--- config.mk ---
export PLATFORM = sky130hd
export DESIGN_NAME = cpu_sequencer_p_flat
export DESIGN_NICKNAME = d
export VERILOG_FILES = /design/src/rtl/cpu_sequencer_p_if.sv /design/src/rtl/cpu_sequencer_p.sv /design/src/flat_wrapper.sv
export SDC_FILE = /design/constraint.sdc
export NUM_CORES = 1
export LEC_CHECK = 0
export CAP_MARGIN = 20
export CELL_PAD_IN_SITES_DETAIL_PLACEMENT = 1
export CELL_PAD_IN_SITES_GLOBAL_PLACEMENT = 1
export CORE_MARGIN = 3
export CORE_UTILIZATION = 37
export DETAILED_ROUTE_END_ITERATION = 10
export PLACE_DENSITY = 0.82
export SYNTH_ARGS = -nofsm -noshare
export SYNTH_HDL_FRONTEND = slang
export SYNTH_SLANG_ARGS = --single-unit
--- constraint.sdc ---
create_clock -name Clock -period 2.6 [get_ports Clock]
set_input_delay 0.52 -clock Clock [delete_from_list [all_inputs] [get_ports Clock]]
set_output_delay 0.52 -clock Clock [all_outputs]
set_load 0.1 [all_outputs]
--- src/rtl/cpu_sequencer_p_if.sv ---
// Bundle between the multi-cycle control sequencer and the datapath:
// IR/CON_FF/handshake inputs, every datapath strobe, and run/trap status.
interface cpu_sequencer_p_if #(
  parameter int REG_COUNT = 16,
  parameter int CNT_WIDTH = 32
);
  logic [31:0]          IR;
  logic                 CON_FF;
  logic                 Mem_ready;
  logic                 Stop;

  logic PCout, ZHighout, ZLowout, MDRout, HIout, LOout, InPortout, Cout, BAout, Rout;
  logic MAR_enable, PC_enable, IncPC, MDR_enable, MDR_read, IR_enable, Y_enable;
  logic ZHighIn, ZLowIn, HIin, LOin, RAM_write, Gra, Grb, Grc, R_enable;
  logic CON_enable, OutPort_enable;

  logic [REG_COUNT-1:0] R_enableIn;
  logic                 Run;
  logic                 Illegal;
  logic [CNT_WIDTH-1:0] Instr_count;

  modport master (
    input  IR, CON_FF, Mem_ready, Stop,
    output PCout, ZHighout, ZLowout, MDRout, HIout, LOout, InPortout, Cout, BAout, Rout,
    output MAR_enable, PC_enable, IncPC, MDR_enable, MDR_read, IR_enable, Y_enable,
    output ZHighIn, ZLowIn, HIin, LOin, RAM_write, Gra, Grb, Grc, R_enable,
    output CON_enable, OutPort_enable, R_enableIn, Run, Illegal, Instr_count
  );

  modport slave (
    output IR, CON_FF, Mem_ready, Stop,
    input  PCout, ZHighout, ZLowout, MDRout, HIout, LOout, InPortout, Cout, BAout, Rout,
    input  MAR_enable, PC_enable, IncPC, MDR_enable, MDR_read, IR_enable, Y_enable,
    input  ZHighIn, ZLowIn, HIin, LOin, RAM_write, Gra, Grb, Grc, R_enable,
    input  CON_enable, OutPort_enable, R_enableIn, Run, Illegal, Instr_count
  );
endinterface

--- src/rtl/cpu_sequencer_p.sv ---
// Moore control sequencer: fetch, decode IR[31:27], then one register-transfer
// step per clock. Outputs are registered from the next-state decode.
module cpu_sequencer_p #(
  parameter int REG_COUNT = 16,
  parameter int JAL_REG   = 15,
  parameter int CNT_WIDTH = 32
) (
  input logic                 Clock,
  input logic                 Reset,
  cpu_sequencer_p_if.master   bus
);

  typedef enum logic [3:0] {
    S_RESET, S_F0, S_F1, S_F2, S_DEC, S_T3, S_T4, S_T5, S_T6, S_T7, S_HALT
  } state_t;

  localparam logic [4:0] OP_LD   = 5'b00000, OP_ADD  = 5'b00001, OP_SUB  = 5'b00010;
  localparam logic [4:0] OP_MUL  = 5'b00011, OP_DIV  = 5'b00100, OP_AND  = 5'b00101;
  localparam logic [4:0] OP_OR   = 5'b00110, OP_NEG  = 5'b00111, OP_NOT  = 5'b01000;
  localparam logic [4:0] OP_LDI  = 5'b01001, OP_SHL  = 5'b01010, OP_SHR  = 5'b01011;
  localparam logic [4:0] OP_ROL  = 5'b01100, OP_ROR  = 5'b01101, OP_ST   = 5'b01110;
  localparam logic [4:0] OP_ADDI = 5'b01111, OP_ANDI = 5'b10000, OP_ORI  = 5'b10001;
  localparam logic [4:0] OP_BR   = 5'b10010, OP_JR   = 5'b10011, OP_JAL  = 5'b10100;
  localparam logic [4:0] OP_MFHI = 5'b10101, OP_MFLO = 5'b10111, OP_IN   = 5'b11000;
  localparam logic [4:0] OP_OUT  = 5'b11001, OP_NOP  = 5'b11010, OP_HALT = 5'b11011;

  typedef struct packed {
    logic pc_out, zhigh_out, zlow_out, mdr_out, hi_out, lo_out, inport_out, c_out;
    logic ba_out, r_out, mar_enable, pc_enable, inc_pc, mdr_enable, mdr_read;
    logic ir_enable, y_enable, zhigh_in, zlow_in, hi_in, lo_in, ram_write;
    logic gra, grb, grc, r_enable, con_enable, outport_enable;
  } strobes_t;

  function automatic logic is_rtype(input logic [4:0] op);
    return op inside {OP_ADD, OP_SUB, OP_AND, OP_OR, OP_SHL, OP_SHR, OP_ROL, OP_ROR};
  endfunction

  function automatic logic is_muldiv(input logic [4:0] op);
    return op inside {OP_MUL, OP_DIV};
  endfunction

  function automatic logic is_unary(input logic [4:0] op);
    return op inside {OP_NEG, OP_NOT};
  endfunction

  function automatic logic is_imm(input logic [4:0] op);
    return op inside {OP_ADDI, OP_ANDI, OP_ORI};
  endfunction

  // ldi/ld/st all form an effective address from BAout + C
  function automatic logic is_base(input logic [4:0] op);
    return op inside {OP_LDI, OP_LD, OP_ST};
  endfunction

  function automatic logic is_single(input logic [4:0] op);
    return op inside {OP_JR, OP_MFHI, OP_MFLO, OP_IN, OP_OUT, OP_NOP};
  endfunction

  function automatic logic is_illegal(input logic [4:0] op);
    return (op == 5'b10110) || (op[4:2] == 3'b111);
  endfunction

  state_t               state_q, state_d;
  logic [4:0]           opc_q, opc_d;
  logic                 stop_q, stop_d;
  logic                 illegal_q, illegal_d;
  logic [CNT_WIDTH-1:0] cnt_q, cnt_d;
  strobes_t             strb_q, strb_d;
  logic [REG_COUNT-1:0] rin_q, rin_d;
  logic                 run_q, run_d;
  logic                 last_step;

  logic unused_ir_bits;
  assign unused_ir_bits = ^bus.IR[26:0];

  always_comb begin : next_state
    state_d   = state_q;
    opc_d     = opc_q;
    stop_d    = stop_q | bus.Stop;
    illegal_d = illegal_q;
    cnt_d     = cnt_q;
    last_step = 1'b0;
    case (state_q)
      S_RESET: state_d = S_F0;
      S_F0:    state_d = S_F1;
      S_F1:    if (bus.Mem_ready) state_d = S_F2;
      S_F2:    state_d = S_DEC;
      S_DEC: begin
        opc_d = bus.IR[31:27];
        if (bus.IR[31:27] == OP_HALT) begin
          state_d = S_HALT;
        end else if (is_illegal(bus.IR[31:27])) begin
          state_d   = S_HALT;
          illegal_d = 1'b1;
        end else begin
          state_d = S_T3;
        end
      end
      S_T3: if (is_single(opc_q)) last_step = 1'b1; else state_d = S_T4;
      S_T4: if (is_unary(opc_q) || opc_q == OP_JAL) last_step = 1'b1; else state_d = S_T5;
      S_T5: begin
        if (is_rtype(opc_q) || is_imm(opc_q) || opc_q == OP_LDI) last_step = 1'b1;
        else state_d = S_T6;
      end
      S_T6: begin
        if (is_muldiv(opc_q) || opc_q == OP_BR) last_step = 1'b1;
        else if (opc_q == OP_ST || bus.Mem_ready) state_d = S_T7;
      end
      S_T7: if (opc_q == OP_LD || bus.Mem_ready) last_step = 1'b1;
      S_HALT: state_d = S_HALT;
      default: state_d = S_RESET;
    endcase
    // a Stop arriving on the retiring edge still lands in HALT
    if (last_step) begin
      cnt_d   = cnt_q + CNT_WIDTH'(1);
      state_d = stop_d ? S_HALT : S_F0;
    end
  end

  always_comb begin : decode_outputs
    strb_d = '0;
    rin_d  = '0;
    run_d  = (state_d != S_HALT);
    case (state_d)
      S_F0: begin
        strb_d.pc_out = 1'b1; strb_d.mar_enable = 1'b1;
        strb_d.inc_pc = 1'b1; strb_d.pc_enable  = 1'b1;
      end
      S_F1: begin strb_d.mdr_read = 1'b1; strb_d.mdr_enable = 1'b1; end
      S_F2: begin strb_d.mdr_out = 1'b1; strb_d.ir_enable = 1'b1; end
      S_T3: begin
        if (is_rtype(opc_d) || is_muldiv(opc_d) || is_imm(opc_d)) begin
          strb_d.grb = 1'b1; strb_d.r_out = 1'b1; strb_d.y_enable = 1'b1;
        end else if (is_base(opc_d)) begin
          strb_d.grb = 1'b1; strb_d.ba_out = 1'b1; strb_d.y_enable = 1'b1;
        end else if (is_unary(opc_d)) begin
          strb_d.grb = 1'b1; strb_d.r_out = 1'b1;
          strb_d.zhigh_in = 1'b1; strb_d.zlow_in = 1'b1;
        end else begin
          case (opc_d)
            OP_BR:   begin strb_d.gra = 1'b1; strb_d.r_out = 1'b1; strb_d.con_enable = 1'b1; end
            OP_JR:   begin strb_d.gra = 1'b1; strb_d.r_out = 1'b1; strb_d.pc_enable = 1'b1; end
            OP_JAL:  begin strb_d.pc_out = 1'b1; rin_d = REG_COUNT'(1) << JAL_REG; end
            OP_MFHI: begin strb_d.gra = 1'b1; strb_d.r_enable = 1'b1; strb_d.hi_out = 1'b1; end
            OP_MFLO: begin strb_d.gra = 1'b1; strb_d.r_enable = 1'b1; strb_d.lo_out = 1'b1; end
            OP_IN:   begin strb_d.gra = 1'b1; strb_d.r_enable = 1'b1; strb_d.inport_out = 1'b1; end
            OP_OUT:  begin strb_d.gra = 1'b1; strb_d.r_out = 1'b1; strb_d.outport_enable = 1'b1; end
            default: ;
          endcase
        end
      end
      S_T4: begin
        if (is_rtype(opc_d) || is_muldiv(opc_d)) begin
          strb_d.grc = 1'b1; strb_d.r_out = 1'b1;
          strb_d.zhigh_in = 1'b1; strb_d.zlow_in = 1'b1;
        end else if (is_imm(opc_d) || is_base(opc_d)) begin
          strb_d.c_out = 1'b1; strb_d.zhigh_in = 1'b1; strb_d.zlow_in = 1'b1;
        end else if (is_unary(opc_d)) begin
          strb_d.zlow_out = 1'b1; strb_d.gra = 1'b1; strb_d.r_enable = 1'b1;
        end else if (opc_d == OP_BR) begin
          strb_d.pc_out = 1'b1; strb_d.y_enable = 1'b1;
        end else if (opc_d == OP_JAL) begin
          strb_d.gra = 1'b1; strb_d.r_out = 1'b1; strb_d.pc_enable = 1'b1;
        end
      end
      S_T5: begin
        if (is_rtype(opc_d) || is_imm(opc_d) || opc_d == OP_LDI) begin
          strb_d.zlow_out = 1'b1; strb_d.gra = 1'b1; strb_d.r_enable = 1'b1;
        end else if (is_muldiv(opc_d)) begin
          strb_d.zlow_out = 1'b1; strb_d.lo_in = 1'b1;
        end else if (opc_d == OP_LD || opc_d == OP_ST) begin
          strb_d.zlow_out = 1'b1; strb_d.mar_enable = 1'b1;
        end else if (opc_d == OP_BR) begin
          strb_d.c_out = 1'b1; strb_d.zhigh_in = 1'b1; strb_d.zlow_in = 1'b1;
        end
      end
      S_T6: begin
        if (is_muldiv(opc_d)) begin
          strb_d.zhigh_out = 1'b1; strb_d.hi_in = 1'b1;
        end else if (opc_d == OP_LD) begin
          strb_d.mdr_read = 1'b1; strb_d.mdr_enable = 1'b1;
        end else if (opc_d == OP_ST) begin
          strb_d.gra = 1'b1; strb_d.r_out = 1'b1; strb_d.mdr_enable = 1'b1;
        end else if (opc_d == OP_BR) begin
          strb_d.zlow_out  = 1'b1;
          strb_d.pc_enable = bus.CON_FF;
        end
      end
      S_T7: begin
        strb_d.mdr_out = 1'b1;
        if (opc_d == OP_LD) begin strb_d.gra = 1'b1; strb_d.r_enable = 1'b1; end
        else                     strb_d.ram_write = 1'b1;
      end
      default: ;
    endcase
  end

  always_ff @(posedge Clock or posedge Reset) begin
    if (Reset) begin
      state_q   <= S_RESET;
      opc_q     <= '0;
      stop_q    <= 1'b0;
      illegal_q <= 1'b0;
      cnt_q     <= '0;
      strb_q    <= '0;
      rin_q     <= '0;
      run_q     <= 1'b1;
    end else begin
      state_q   <= state_d;
      opc_q     <= opc_d;
      stop_q    <= stop_d;
      illegal_q <= illegal_d;
      cnt_q     <= cnt_d;
      strb_q    <= strb_d;
      rin_q     <= rin_d;
      run_q     <= run_d;
    end
  end

  assign bus.PCout          = strb_q.pc_out;
  assign bus.ZHighout       = strb_q.zhigh_out;
  assign bus.ZLowout        = strb_q.zlow_out;
  assign bus.MDRout         = strb_q.mdr_out;
  assign bus.HIout          = strb_q.hi_out;
  assign bus.LOout          = strb_q.lo_out;
  assign bus.InPortout      = strb_q.inport_out;
  assign bus.Cout           = strb_q.c_out;
  assign bus.BAout          = strb_q.ba_out;
  assign bus.Rout           = strb_q.r_out;
  assign bus.MAR_enable     = strb_q.mar_enable;
  assign bus.PC_enable      = strb_q.pc_enable;
  assign bus.IncPC          = strb_q.inc_pc;
  assign bus.MDR_enable     = strb_q.mdr_enable;
  assign bus.MDR_read       = strb_q.mdr_read;
  assign bus.IR_enable      = strb_q.ir_enable;
  assign bus.Y_enable       = strb_q.y_enable;
  assign bus.ZHighIn        = strb_q.zhigh_in;
  assign bus.ZLowIn         = strb_q.zlow_in;
  assign bus.HIin           = strb_q.hi_in;
  assign bus.LOin           = strb_q.lo_in;
  assign bus.RAM_write      = strb_q.ram_write;
  assign bus.Gra            = strb_q.gra;
  assign bus.Grb            = strb_q.grb;
  assign bus.Grc            = strb_q.grc;
  assign bus.R_enable       = strb_q.r_enable;
  assign bus.CON_enable     = strb_q.con_enable;
  assign bus.OutPort_enable = strb_q.outport_enable;
  assign bus.R_enableIn     = rin_q;
  assign bus.Run            = run_q;
  assign bus.Illegal        = illegal_q;
  assign bus.Instr_count    = cnt_q;

endmodule

--- src/flat_wrapper.sv ---
// flat-port wrapper written by rule: the top's interface ports become plain ports
module cpu_sequencer_p_flat 
#(
  parameter int REG_COUNT = 16,
  parameter int JAL_REG   = 15,
  parameter int CNT_WIDTH = 32
)
  (Clock, Reset, bus_IR, bus_CON_FF, bus_Mem_ready, bus_Stop, bus_PCout, bus_ZHighout, bus_ZLowout, bus_MDRout, bus_HIout, bus_LOout, bus_InPortout, bus_Cout, bus_BAout, bus_Rout, bus_MAR_enable, bus_PC_enable, bus_IncPC, bus_MDR_enable, bus_MDR_read, bus_IR_enable, bus_Y_enable, bus_ZHighIn, bus_ZLowIn, bus_HIin, bus_LOin, bus_RAM_write, bus_Gra, bus_Grb, bus_Grc, bus_R_enable, bus_CON_enable, bus_OutPort_enable, bus_R_enableIn, bus_Run, bus_Illegal, bus_Instr_count);
  cpu_sequencer_p_if #(.REG_COUNT(REG_COUNT), .CNT_WIDTH(CNT_WIDTH)) bus_i ();
  input logic Clock;
  input logic Reset;
  input wire logic [$bits(bus_i.IR)-1:0] bus_IR;
  input wire logic [$bits(bus_i.CON_FF)-1:0] bus_CON_FF;
  input wire logic [$bits(bus_i.Mem_ready)-1:0] bus_Mem_ready;
  input wire logic [$bits(bus_i.Stop)-1:0] bus_Stop;
  output wire logic [$bits(bus_i.PCout)-1:0] bus_PCout;
  output wire logic [$bits(bus_i.ZHighout)-1:0] bus_ZHighout;
  output wire logic [$bits(bus_i.ZLowout)-1:0] bus_ZLowout;
  output wire logic [$bits(bus_i.MDRout)-1:0] bus_MDRout;
  output wire logic [$bits(bus_i.HIout)-1:0] bus_HIout;
  output wire logic [$bits(bus_i.LOout)-1:0] bus_LOout;
  output wire logic [$bits(bus_i.InPortout)-1:0] bus_InPortout;
  output wire logic [$bits(bus_i.Cout)-1:0] bus_Cout;
  output wire logic [$bits(bus_i.BAout)-1:0] bus_BAout;
  output wire logic [$bits(bus_i.Rout)-1:0] bus_Rout;
  output wire logic [$bits(bus_i.MAR_enable)-1:0] bus_MAR_enable;
  output wire logic [$bits(bus_i.PC_enable)-1:0] bus_PC_enable;
  output wire logic [$bits(bus_i.IncPC)-1:0] bus_IncPC;
  output wire logic [$bits(bus_i.MDR_enable)-1:0] bus_MDR_enable;
  output wire logic [$bits(bus_i.MDR_read)-1:0] bus_MDR_read;
  output wire logic [$bits(bus_i.IR_enable)-1:0] bus_IR_enable;
  output wire logic [$bits(bus_i.Y_enable)-1:0] bus_Y_enable;
  output wire logic [$bits(bus_i.ZHighIn)-1:0] bus_ZHighIn;
  output wire logic [$bits(bus_i.ZLowIn)-1:0] bus_ZLowIn;
  output wire logic [$bits(bus_i.HIin)-1:0] bus_HIin;
  output wire logic [$bits(bus_i.LOin)-1:0] bus_LOin;
  output wire logic [$bits(bus_i.RAM_write)-1:0] bus_RAM_write;
  output wire logic [$bits(bus_i.Gra)-1:0] bus_Gra;
  output wire logic [$bits(bus_i.Grb)-1:0] bus_Grb;
  output wire logic [$bits(bus_i.Grc)-1:0] bus_Grc;
  output wire logic [$bits(bus_i.R_enable)-1:0] bus_R_enable;
  output wire logic [$bits(bus_i.CON_enable)-1:0] bus_CON_enable;
  output wire logic [$bits(bus_i.OutPort_enable)-1:0] bus_OutPort_enable;
  output wire logic [$bits(bus_i.R_enableIn)-1:0] bus_R_enableIn;
  output wire logic [$bits(bus_i.Run)-1:0] bus_Run;
  output wire logic [$bits(bus_i.Illegal)-1:0] bus_Illegal;
  output wire logic [$bits(bus_i.Instr_count)-1:0] bus_Instr_count;
  assign bus_i.IR = bus_IR;
  assign bus_i.CON_FF = bus_CON_FF;
  assign bus_i.Mem_ready = bus_Mem_ready;
  assign bus_i.Stop = bus_Stop;
  assign bus_PCout = bus_i.PCout;
  assign bus_ZHighout = bus_i.ZHighout;
  assign bus_ZLowout = bus_i.ZLowout;
  assign bus_MDRout = bus_i.MDRout;
  assign bus_HIout = bus_i.HIout;
  assign bus_LOout = bus_i.LOout;
  assign bus_InPortout = bus_i.InPortout;
  assign bus_Cout = bus_i.Cout;
  assign bus_BAout = bus_i.BAout;
  assign bus_Rout = bus_i.Rout;
  assign bus_MAR_enable = bus_i.MAR_enable;
  assign bus_PC_enable = bus_i.PC_enable;
  assign bus_IncPC = bus_i.IncPC;
  assign bus_MDR_enable = bus_i.MDR_enable;
  assign bus_MDR_read = bus_i.MDR_read;
  assign bus_IR_enable = bus_i.IR_enable;
  assign bus_Y_enable = bus_i.Y_enable;
  assign bus_ZHighIn = bus_i.ZHighIn;
  assign bus_ZLowIn = bus_i.ZLowIn;
  assign bus_HIin = bus_i.HIin;
  assign bus_LOin = bus_i.LOin;
  assign bus_RAM_write = bus_i.RAM_write;
  assign bus_Gra = bus_i.Gra;
  assign bus_Grb = bus_i.Grb;
  assign bus_Grc = bus_i.Grc;
  assign bus_R_enable = bus_i.R_enable;
  assign bus_CON_enable = bus_i.CON_enable;
  assign bus_OutPort_enable = bus_i.OutPort_enable;
  assign bus_R_enableIn = bus_i.R_enableIn;
  assign bus_Run = bus_i.Run;
  assign bus_Illegal = bus_i.Illegal;
  assign bus_Instr_count = bus_i.Instr_count;
  cpu_sequencer_p #(.REG_COUNT(REG_COUNT), .JAL_REG(JAL_REG), .CNT_WIDTH(CNT_WIDTH)) u_core (.Clock(Clock), .Reset(Reset), .bus(bus_i));
endmodule
=== Word level (Yosys, flattened, before mapping) ===
Index checks and enable logic that the tools add are counted.
W data, S select, Z words.

* Register bits: 87
* Bits of input ports: 37
* Output and inout port bits: 78

* Eq/ne operators: 71
* Bitwise operators: 2
* $add $sub $neg: 1
* Reduce and logical (&&, ||, !) cells: 31
* Mux-type cells: 129

{| class="wikitable"
|+ Operators by type and width
! cell !! number
|-
| $eq A5 B5 Y1 const B || 21
|-
| $mux W1 || 82
|-
| $eq A5 B4 Y1 const B || 16
|-
| $mux W16 || 5
|-
| $pmux W4 S11 || 1
|-
| $eq A5 B3 Y1 const B || 8
|-
| $mux W4 || 10
|-
| $add A32 B1 Y32 const B || 1
|-
| $eq A4 B3 Y1 const B || 7
|-
| $mux W2 || 11
|-
| $mux W3 || 7
|-
| $eq A4 B4 Y1 const B || 5
|-
| $eq A5 B2 Y1 const B || 4
|-
| $eq A4 B2 Y1 const B || 4
|-
| $reduce_bool A8 Y1 || 2
|-
| $logic_or A1 B1 Y1 || 13
|-
| $eq A5 B1 Y1 const B || 2
|-
| $logic_not A5 Y1 || 2
|-
| $pmux W1 S5 || 2
|-
| $pmux W1 S3 || 3
|-
| $reduce_bool A3 Y1 || 3
|-
| $eq A4 B1 Y1 const B || 2
|-
| $pmux W1 S4 || 2
|-
| $reduce_bool A2 Y1 || 4
|-
| 14 further kinds || 17
|}

=== Longest topological paths before layout ===
* Word-level depth: 10
* Gate-level depth with buffers: 8

=== Worst setup path after synthesis ===
Ideal clock, no wire load.

* Kind: register to register
* Start point: register u_core.cnt_q[3], in the netlist u_core.bus.Instr_count[3]
* End point: register u_core.cnt_q[31], in the netlist u_core.bus.Instr_count[31]
* Path slack: -0.265 ns
* Library setup time: 0.161 ns
* Period minus slack after synthesis: 2.865 ns
* Cell stages (with the launch flop): 7
* Arrival time: 2.704 ns
* Buffers on the path: 0
* Path through: dfrtp_1 nand4_1 nor4_4 nand3_2 or3_1 nor4b_2 xor2_1

* Word-level cells in the longest chain between the ends: 1

{| class="wikitable"
|+ Ends and longest elaborated chain
! element !! RTL line !! source
|-
| from (decl) || cpu_sequencer_p.sv:67 || <nowiki>logic [CNT_WIDTH-1:0] cnt_q, cnt_d;</nowiki>
|-
| from (signal assigned) || cpu_sequencer_p.sv:213 || <nowiki>cnt_q <= cnt_d;</nowiki>
|-
| $add A32 B1 Y32 || cpu_sequencer_p.sv:115 || <nowiki>cnt_d = cnt_q + CNT_WIDTH'(1);</nowiki>
|}

No other way between the ends.
A chain may end at the register's enable or synchronous reset.

=== Worst setup path after layout ===
* Start point: register u_core.state_q[1]
* End point: register u_core.cnt_q[24], in the netlist u_core.bus.Instr_count[24]

* Word-level cells in the longest chain between the ends: 2
* Elaborated cells between the ends (all ways): 6
* Classes of those cells: 5 x eq/ne; 1 x mux

{| class="wikitable"
|+ Ends and longest elaborated chain
! element !! RTL line !! source
|-
| from (decl) || cpu_sequencer_p.sv:63 || <nowiki>state_t state_q, state_d;</nowiki>
|-
| from (signal assigned) || cpu_sequencer_p.sv:209 || <nowiki>state_q <= state_d;</nowiki>
|-
| $eq A4 B4 Y1 / $eq A4 B3 Y1 (equally long branches) || cpu_sequencer_p.sv:83 || <nowiki>case (state_q)</nowiki>
|-
| $pmux W1 S5 (*) || cpu_sequencer_p.sv:83 ||
|}

Every way passes the cells marked *; elsewhere a longest branch is shown, timed or not.

==> flow_summary_export.csv <==
group,metric,value,unit
outcome,status,"complete, no violations",
cells_and_area,drive_gt1_frac,0.343,
cells_and_area,final_core_util,0.516,
worst_setup_path,worstSetupStartpointType,"flip-flop",
grt,grt_pass1_wl,22.3,mm
power_and_ir_drop,power.ir.vdd_worst,0.000816,V
yosys,yosys.cell_types.count,73,
min_path,hold_path_class,"flip-flop to flip-flop",
sta,fin_ws,0.0919,ns
grt,grt_start_max_net_pins,41,
clock_tree,clock_sinks,71,
power_and_ir_drop,pwr_density_cell,1210,nW/um^2
floorplan,rows,38,
yosys,syn_area,4250,sq um
cells_and_area,syn2layout_area_growth,33.8,%
yosys,postSynthAreaPerCell,9.69,sq um
yosys,ys_async_sr_fraction,1.00,
yosys,synth_top_area_share,0.412,
yosys,yosys_warnings,0,
cells_and_area,final_nets,592,
yosys,ys_top_cells_by_area,"dfrtp_1, xor2_1, buf_4, nor4_2, nor2_1",
placed_design,preCtsSetupSlack,-0.197,ns
drt,via_per_inst,5.55,
clock_tree,cts_max_path_buffers,2,
floorplan,coreArea,11000,sq um
yosys,yosys.area.top_type,"dfrtp_1",
flow_run,cap_violations,0,
cells_and_area,antenna_cells,0,
drt,dr.pass1.iters,4,
worst_setup_path,crit_path_max_incr_delay,0.44,ns
placed_design,gp_congestion,0.924,
clock_tree,cts_setup_buffers,0,
floorplan,pin_count,115,
worst_setup_path,end_kind,"flip-flop",
floorplan,start_util,0.386,
sta,clock_skew,0.00855,ns
sta,min_period,2.51,ns
floorplan,die_area,12800,sq um
worst_setup_path,worstSetupPathType,"flip-flop to flip-flop",
worst_setup_path,cp.arrival,2.76,ns
worst_setup_path,worstPathCellList,"buf_4 > or3b_4 > or3_1 > o32ai_4 > a211oi_4 > buf_12 > nor4_2 > xor2_1",
worst_setup_path,required,2.85,ns
grt,antenna_found_initial,0,
grt,grt_pass1_vias,4112,
cells_and_area,largest_reg_flops,32,
grt,grt_use_total,0.218,
sta,max_freq,399,MHz
clock_tree,cts_tree,"built",
drt,drt_iter0_drc,332,
drt,drt_wl_total,13.8,mm
cells_and_area,fin_cells,699,
clock_tree,h-tree-depth,3,
worst_setup_path,reg2regPathDepth,8,
sta,worstMarginPinSlew,0.714,ns
min_path,min_path_cells,1,
clock_tree,clock_latency,0.34,ns
sta,slew_headroom,0.523,
placed_design,hpwl,10.3,mm
floorplan,fp.dieH,113,microns
sta,setup_viol,0,
sta,rsz0062_at_grt,"false",
worst_setup_path,cpMaxStageDelayCell,"or3b_4",
clock_tree,clkTransAtPathRegs,0.06,ns
yosys,synth_top_flop_cell,"dfrtp_1",
clock_tree,cts_root_buf,"clkbuf_16",
sta,finalMaxSlewViolations,0,
sta,hold_violations,0,
drt,drt-wirelength-per-cell,19.7,microns
yosys,synth_edf_count,0,
yosys,synth.yosys.seq_area_share,0.418,
drt,ant_nets,0,
sta,finalSetupTns,0,ns
power_and_ir_drop,finalPower,0.00690,W
floorplan,die_x,113,microns
placed_design,placedCellCount,683,
drt,drc,0,
placed_design,port_buffers,72,
yosys,syn_inst,439,
power_and_ir_drop,p_leak,2.43,nW
worst_setup_path,cp_max_fo,40,
grt,overflow,0,
clock_tree,cts_inserted_buffers,9,
yosys,synth.ff_latch_count,71,
drt,num_vias,3879,
sta,post-route-period-util,0.965,
[power breakdown]
group	internal, W	leakage (nW)	switching (W)
Clock	0.000856	0.163	0.000534
Sequential	0.00131	0.850	0.000204
Combinational	0.00131	1.42	0.00269
[cells in the mapped netlist, drive strengths merged, types with 2 or more instances]
cell type  number
o221ai          2
a32oi           3
clkbuf          6
buf            33
or4b            3
o211ai          9
or3b            2
a21oi          12
o21a            2
nor2b           7
o21ai           9
inv            21
nand2          29
nand4           4
and4            2
a31oi          10
xor2           26
nand2b          6
o32ai           2
mux2i           7
nor2           34
nor3b           4
and3            6
or3             6
nand3b          3
o2111a          2
xnor2           7
nor4bb          2
a211oi          6
o22ai           3
nor4b           8
mux2            3
nor3           21
o21bai          3
a211o           2
a21o            3
and2            4
dfrtp          70
nor4           14
nand3          21
or2             3
[cell usage in the layout (no fill, tap or decap), drive strengths merged, types with 3 or more instances in the layout]
cell type,instances
o211ai,9
mux2i,7
o22ai,3
or2,3
and2,4
a32oi,3
nor2b,7
nor3,21
mux2,3
nand2b,6
a31oi,10
clkbuf,9
nand3,21
dfrtp,70
a211oi,6
nand4,4
a21o,3
nor4,14
nor4b,8
xnor2,7
and3,6
a21oi,12
or3,6
inv,25
nor2,34
clkdlybuf4s50,9
xor2,26
o21bai,3
or4b,3
nand3b,3
buf,120
nand2,29
nor3b,4
o21ai,9
conb,15
[routing by layer]
layer	GRT usage	up-vias	share of wire	routed length (microns)
li1	-	1798	-	-
met1	0.268	1971	0.43	5890
met2	0.383	98	0.52	7140
met3	0.0460	12	0.042	574
met4	0.0681	0	0.012	163
met5	0	-	0	0
[path summary, 6_finish.rpt]
kind,from,endpoint,slack (ns)
min in group asynchronous,Reset,u_core.bus.Instr_count[23]$_DFFE_PP0P_,0.53
worst max-delay path,u_core.state_q[1]$_DFF_PP0_,u_core.bus.Instr_count[24]$_DFFE_PP0P_,0.09
max in group asynchronous,Reset,u_core.opc_q[1]$_DFF_PP0_,1.35
worst min-delay path,u_core.bus.Instr_count[31]$_DFFE_PP0P_,u_core.bus.Instr_count[31]$_DFFE_PP0P_,0.48
worst min register to register,u_core.bus.Instr_count[31]$_DFFE_PP0P_,u_core.bus.Instr_count[31]$_DFFE_PP0P_,0.48
worst max register to register,u_core.state_q[1]$_DFF_PP0_,u_core.bus.Instr_count[24]$_DFFE_PP0P_,0.09
[critical path, delay by kind of cell (launching register included)]
family          cells  cell delay (ns)
compound gates      2             0.27
xor+xnor            1             0.22
buf+inv             2             0.38
flops               1             0.39
simple gates        3             1.14
[timing repair]
action                                  CTS  global route
hold buffers                              0             0
endpoints found under the setup margin    0            24
gates resized for setup                   0            12
[through the flow]
step,area (sq um),hold WS [ns]
after floorplan,4320,0.452
after global placement,5300,0.460
after detailed placement,5300,0.479
after CTS,5630,0.488
after global routing,5690,0.498
final,5690,0.482
[cells by family after synthesis]
logic type | Yosys count | synth area share
xor+xnor | 33 | 0.0679
flops | 71 | 0.418
fa+ha+maj | 1 | 0.00294
mux | 10 | 0.0262
compound gates | 82 | 0.142
other cells | 1 | 0.000882
buf+inv | 61 | 0.0776
simple gates | 180 | 0.264
[area by class of cell]
type	count	area [sq um]
multi-input combinational	321	2270
sequential	71	1790
fill	1263	5340
inverter	22	82.6
clock buffer	9	225
timing repair buffer	129	1040
clock inverter	7	103
tap	140	175
Note: power is estimated with default switching activity, not from simulation.
